$ cat config.mk
export PLATFORM = sky130hd
export DESIGN_NAME = cdc_handshake_tx_flat
export DESIGN_NICKNAME = d
export VERILOG_FILES = /design/src/rtl/cdc_handshake_tx_if.sv /design/src/rtl/cdc_handshake_tx.sv /design/src/flat_wrapper.sv
export SDC_FILE = /design/constraint.sdc
export NUM_CORES = 1
export LEC_CHECK = 0
export ABC_AREA = 1
export BUFFER_PORTS_ARGS = -buffer_cell sky130_fd_sc_hd__buf_2
export CELL_PAD_IN_SITES_DETAIL_PLACEMENT = 1
export CELL_PAD_IN_SITES_GLOBAL_PLACEMENT = 2
export CORE_AREA = 2 2 83 85
export CTS_BUF_LIST = sky130_fd_sc_hd__clkbuf_2 sky130_fd_sc_hd__clkbuf_4 sky130_fd_sc_hd__clkbuf_8
export DETAILED_ROUTE_END_ITERATION = 8
export DIE_AREA = 0 0 85 87
export GPL_ROUTABILITY_DRIVEN = 0
export MAX_ROUTING_LAYER = met4
export PLACE_DENSITY_LB_ADDON = 0.1
export SYNTH_ARGS = -nofsm -noshare
export SYNTH_HDL_FRONTEND = slang
export SYNTH_SLANG_ARGS = --single-unit
export TNS_END_PERCENT = 5
$ cat constraint.sdc
create_clock -name src_clk -period 1.7 [get_ports src_clk]
set_clock_uncertainty 0.15 [all_clocks]
set_input_delay 0.34 -clock src_clk [delete_from_list [all_inputs] [get_ports src_clk]]
set_output_delay 0.34 -clock src_clk [all_outputs]
set_load 0.02 [all_outputs]
$ cat src/rtl/cdc_handshake_tx_if.sv
`default_nettype none
// ============================================================================
// Module      : cdc_handshake_tx_if
// Description : Upstream word port plus toggle req/ack crossing for cdc_handshake_tx.
// Revision    : 1.0 - initial release
// ============================================================================
interface cdc_handshake_tx_if #(
  parameter int DATA_WIDTH  = 16,
  parameter int COUNT_WIDTH = 16
);
  logic [DATA_WIDTH-1:0]  data_in;
  logic                   valid_in;
  logic                   ready_out;
  logic [DATA_WIDTH-1:0]  xfer_data_src_clk;
  logic                   xfer_req_src_clk;
  logic                   xfer_ack_dest_clk;
  logic                   done_out;
  logic [COUNT_WIDTH-1:0] xfer_count;
  logic                   proto_err;

  // Sender side of the crossing.
  modport slave (
    input  data_in, valid_in, xfer_ack_dest_clk,
    output ready_out, xfer_data_src_clk, xfer_req_src_clk, done_out, xfer_count, proto_err
  );

  // Upstream producer together with the destination endpoint.
  modport master (
    output data_in, valid_in, xfer_ack_dest_clk,
    input  ready_out, xfer_data_src_clk, xfer_req_src_clk, done_out, xfer_count, proto_err
  );
endinterface
`default_nettype wire

$ cat src/rtl/cdc_handshake_tx.sv
`default_nettype none
// ============================================================================
// Module      : cdc_handshake_tx
// Description : Source end of a two-phase toggle req/ack word crossing.
// Revision    : 1.0 - initial release
// ============================================================================
module cdc_handshake_tx #(
  parameter int DATA_WIDTH  = 16,
  parameter int COUNT_WIDTH = 16
) (
  input  wire logic          src_clk,
  input  wire logic          rst,
  cdc_handshake_tx_if.slave  bus
);

  typedef enum logic [0:0] {
    ST_IDLE     = 1'b0,
    ST_WAIT_ACK = 1'b1
  } state_t;

  state_t                 state_q, state_d;
  logic [DATA_WIDTH-1:0]  data_q, data_d;
  logic                   req_q, req_d;
  logic                   ack_s1_q, ack_s2_q, ack_prev_q;
  logic                   done_q, done_d;
  logic [COUNT_WIDTH-1:0] xfer_count_q, xfer_count_d;
  logic                   proto_err_q, proto_err_d;
  logic                   ready;

  assign ready = (state_q == ST_IDLE) && !rst;

  always_comb begin
    state_d      = state_q;
    data_d       = data_q;
    req_d        = req_q;
    done_d       = 1'b0;
    xfer_count_d = xfer_count_q;
    proto_err_d  = proto_err_q;
    case (state_q)
      ST_IDLE: begin
        if (bus.valid_in && ready) begin
          data_d  = bus.data_in;
          req_d   = ~req_q;
          state_d = ST_WAIT_ACK;
        end
      end
      ST_WAIT_ACK: begin
        // Ack has caught up with our request toggle: transfer complete.
        if (ack_s2_q == req_q) begin
          state_d      = ST_IDLE;
          done_d       = 1'b1;
          xfer_count_d = xfer_count_q + {{(COUNT_WIDTH-1){1'b0}}, 1'b1};
        end
      end
      default: state_d = ST_IDLE;
    endcase
    // Any ack edge while nothing is outstanding means the two ends disagree.
    if ((state_q == ST_IDLE) && (ack_s2_q != ack_prev_q)) begin
      proto_err_d = 1'b1;
    end
  end

  always_ff @(posedge src_clk) begin
    if (rst) begin
      state_q      <= ST_IDLE;
      data_q       <= '0;
      req_q        <= 1'b0;
      ack_s1_q     <= 1'b0;
      ack_s2_q     <= 1'b0;
      ack_prev_q   <= 1'b0;
      done_q       <= 1'b0;
      xfer_count_q <= '0;
      proto_err_q  <= 1'b0;
    end else begin
      state_q      <= state_d;
      data_q       <= data_d;
      req_q        <= req_d;
      ack_s1_q     <= bus.xfer_ack_dest_clk;
      ack_s2_q     <= ack_s1_q;
      ack_prev_q   <= ack_s2_q;
      done_q       <= done_d;
      xfer_count_q <= xfer_count_d;
      proto_err_q  <= proto_err_d;
    end
  end

  assign bus.ready_out         = ready;
  assign bus.xfer_data_src_clk = data_q;
  assign bus.xfer_req_src_clk  = req_q;
  assign bus.done_out          = done_q;
  assign bus.xfer_count        = xfer_count_q;
  assign bus.proto_err         = proto_err_q;

endmodule
`default_nettype wire

$ cat src/flat_wrapper.sv
// flat-port wrapper written by rule: the top's interface ports become plain ports
module cdc_handshake_tx_flat 
#(
  parameter int DATA_WIDTH  = 16,
  parameter int COUNT_WIDTH = 16
)
  (src_clk, rst, bus_data_in, bus_valid_in, bus_xfer_ack_dest_clk, bus_ready_out, bus_xfer_data_src_clk, bus_xfer_req_src_clk, bus_done_out, bus_xfer_count, bus_proto_err);
  cdc_handshake_tx_if #(.DATA_WIDTH(DATA_WIDTH), .COUNT_WIDTH(COUNT_WIDTH)) bus_i ();
  input  wire logic src_clk;
  input  wire logic rst;
  input wire logic [$bits(bus_i.data_in)-1:0] bus_data_in;
  input wire logic [$bits(bus_i.valid_in)-1:0] bus_valid_in;
  input wire logic [$bits(bus_i.xfer_ack_dest_clk)-1:0] bus_xfer_ack_dest_clk;
  output wire logic [$bits(bus_i.ready_out)-1:0] bus_ready_out;
  output wire logic [$bits(bus_i.xfer_data_src_clk)-1:0] bus_xfer_data_src_clk;
  output wire logic [$bits(bus_i.xfer_req_src_clk)-1:0] bus_xfer_req_src_clk;
  output wire logic [$bits(bus_i.done_out)-1:0] bus_done_out;
  output wire logic [$bits(bus_i.xfer_count)-1:0] bus_xfer_count;
  output wire logic [$bits(bus_i.proto_err)-1:0] bus_proto_err;
  assign bus_i.data_in = bus_data_in;
  assign bus_i.valid_in = bus_valid_in;
  assign bus_i.xfer_ack_dest_clk = bus_xfer_ack_dest_clk;
  assign bus_ready_out = bus_i.ready_out;
  assign bus_xfer_data_src_clk = bus_i.xfer_data_src_clk;
  assign bus_xfer_req_src_clk = bus_i.xfer_req_src_clk;
  assign bus_done_out = bus_i.done_out;
  assign bus_xfer_count = bus_i.xfer_count;
  assign bus_proto_err = bus_i.proto_err;
  cdc_handshake_tx #(.DATA_WIDTH(DATA_WIDTH), .COUNT_WIDTH(COUNT_WIDTH)) u_core (.src_clk(src_clk), .rst(rst), .bus(bus_i));
endmodule
==> impl_results.md <==
* WL/cell at 11.9 um
* Largest fanout on the critical path at 5
* Post-route DRC at 0
* Crit path launch type: flop
* Die area at 7400 um2
* Synthesized area at 1700 um2
* CTS tree: built
* Total negative slack at 0 ps
* Synth cell types at 21
* Final instance area at 2230 um2
* Starting Density at 25.8%
* Synthesized area per cell at 7.13 um2
* Total Routing Usage GR at 13.2%
* Layout cells sized above 1 at 26.5%
* CTS resizes at 0
* Post-Route WL at 4550 um
* Final Max Tran Viols at 0
* Slew of the pin with the lowest slew margin at 266 ps
* DRT iter0 DRCs at 66
* Ports at 56
* Clock Tree Buf Depth at 2
* Number of antenna violations at the first check in global routing at 0
* Cts bufs inserted at 5
* Max-slew headroom at 82.2%
* Grt total ovfl at 0
* Synth area leaders: dfxtp_1 46%, nand2_1 14%, nand3_1 7.7%
* Worst-Skew Late Latency at 300 ps
* Die Span Y at 87 um
* Synth-to-Final Area Change at 31.3%
* Vias in the first global route at 1527
* Fin crit period at 1550 ps
* HP Class: input pin to flop
* Peak Freq at 644 MHz
* TritonCTS Sinks at 39
* Die width at 85 um
* PD cells at 970 nW/um2
* Run status: completed
* CP endpoint kind: output pin
* Final HPWL DP at 3330 um
* Yosys reg bits at 39
* Core area at 6570 um2
* Worst IR drop on VDD at 0.256 mV
* DRT Pass-1 Iters at 3
* Port Buffer Count at 55
* Area share of the largest cell type after synthesis at 46.0%
* Leading area contributor after synthesis: dfxtp_1
* Final Hold Fails at 0
* H-Tree Depth at 2
* Pleak at 1.14 nW
* Seq/Total Area, Yosys at 46.0%
* Syn_nets at 259
* RSZ-0062 raised after global routing: no
* Clk Tree Root Cell: clkbuf_8
* Post-route setup slack at 148 ps
* WS Path Type: flop to output pin
* Yosys warnings at 0
* Routed Antenna Nets at 0
* N_diodes at 0
* # setup viols final at 0
* Via count at 1674
* First-pass GRT wire length at 7420 um
* DP Worst Slack at 148 ps
* Core Rows at 30
* CP arrival at 1060 ps
* Placed cell areas at 2080 um2
* Final nets at 322
* Max Cap Viol at 0
* Data required, critical path at 1210 ps
* Syn Inst Count at 238
* Largest net degree at the start of global routing at 32
* Vias per inst at 4.38
* Crit share post-route at 91.3%
* Clock-pin slew of the registers on the worst-case setup and hold paths at 80 ps
* Total power at 2.16 mW
==> registers in the layout, summed over array words and instances (netlist names) <==
signal	flops
u_core.ack_prev_q	1
u_core.ack_s1_q	1
u_core.ack_s2_q	1
u_core.bus.done_out	1
u_core.bus.proto_err	1
u_core.bus.xfer_count	16
u_core.bus.xfer_data_src_clk	16
u_core.bus.xfer_req_src_clk	1
u_core.state_q	1
==> critical path: stages (launching register included) <==
cell	delay, ps
dfxtp_1	380
nor2_1	190
buf_2	200
==> through the flow <==
step / hold WS [ps] / std cells / utilization (%)
final: 86.7 / 382 / 33.9
after global routing: 88.5 / 382 / 33.9
after CTS: 78.0 / 380 / 33.7
after detailed placement: 250 / 372 / 31.6
after global placement: 243 / 372 / 31.6
after floorplan: 238 / 238 / -
==> metal layers <==
| metal | track usage, % | part of all wire (%) | routed length [um] |
|---|---|---|---|
| met3 | 3.70 | 5.8 | 264 |
| met1 | 16.4 | 47 | 2120 |
| met2 | 20.7 | 46 | 2100 |
| met4 | 4.33 | 1.4 | 64 |
| met5 | - | 0 | 0 |
==> layout make-up <==
type / count / area (um2)
fill: 833 / 4340
multi-input combinational: 160 / 739
timing repair buffer: 64 / 355
clock buffer: 6 / 76.3
clock inverter: 2 / 60.1
tap: 80 / 100
inverter: 31 / 116
sequential: 39 / 781
==> final timing paths <==
path	end	from	cells after the start	slack (ps)
worst max register to register	u_core.bus.xfer_count[12]	u_core.bus.xfer_count[1]	9	230
worst min register to register	u_core.ack_s2_q	u_core.ack_s1_q	2	260
worst max-delay path	bus_ready_out	u_core.state_q	2	150
worst min-delay path	u_core.bus.xfer_data_src_clk[7]	bus_data_in[7]	3	90
==> where the power goes <==
group	internal [mW]	total (mW)	switching, mW	leakage (nW)
combinational	0.0840	0.234	0.150	0.749
sequential	0.956	0.982	0.0260	0.319
clock	0.603	0.946	0.343	0.0688
total	1.64	2.16	0.519	1.14
==> synth_stat cells, drive strengths merged <==
cell type	number
a21oi	9
buf	6
clkbuf	2
dfxtp	39
ha	1
inv	31
nand2	69
nand3	26
nand4	7
nor2	34
nor3	3
o21ai	9
o31ai	1
xnor2	1
==> logic make-up after synthesis <==
family,after synthesis,share of synthesized area [%]
AOI/OAI and AO/OA,19,5.97
xor gates and xnor gates,1,0.516
adders and majority gates,1,0.737
buffers and inverters,39,10.4
DFF,39,46.0
and+or+nand+nor,139,36.4
==> repair_timing <==
| item | CTS | global route |
|---|---|---|
| endpoints found under the setup margin | 0 | 1 |
| setup buffers | 0 | 2 |
| endpoints found under the hold margin | 0 | 0 |
| hold buffers | 0 | 0 |
==> placed cells by master, fill, tap and decap left out <==
cell type  count
nand2_1       64
buf_2         55
dfxtp_1       39
nor2_1        32
inv_1         31
nand3_1       26
o21ai_0        9
a21oi_1        8
buf_4          8
nand4_1        7
clkbuf_8       5
nand2_2        4
nor3_1         3
bufinv_16      2
nand2_4        1
nor2_4         1
a21oi_2        1
nor2_8         1
o31ai_1        1
xnor2_1        1
ha_1           1
clkbuf_4       1
buf_12         1
(Power assumes the default switching activity.)
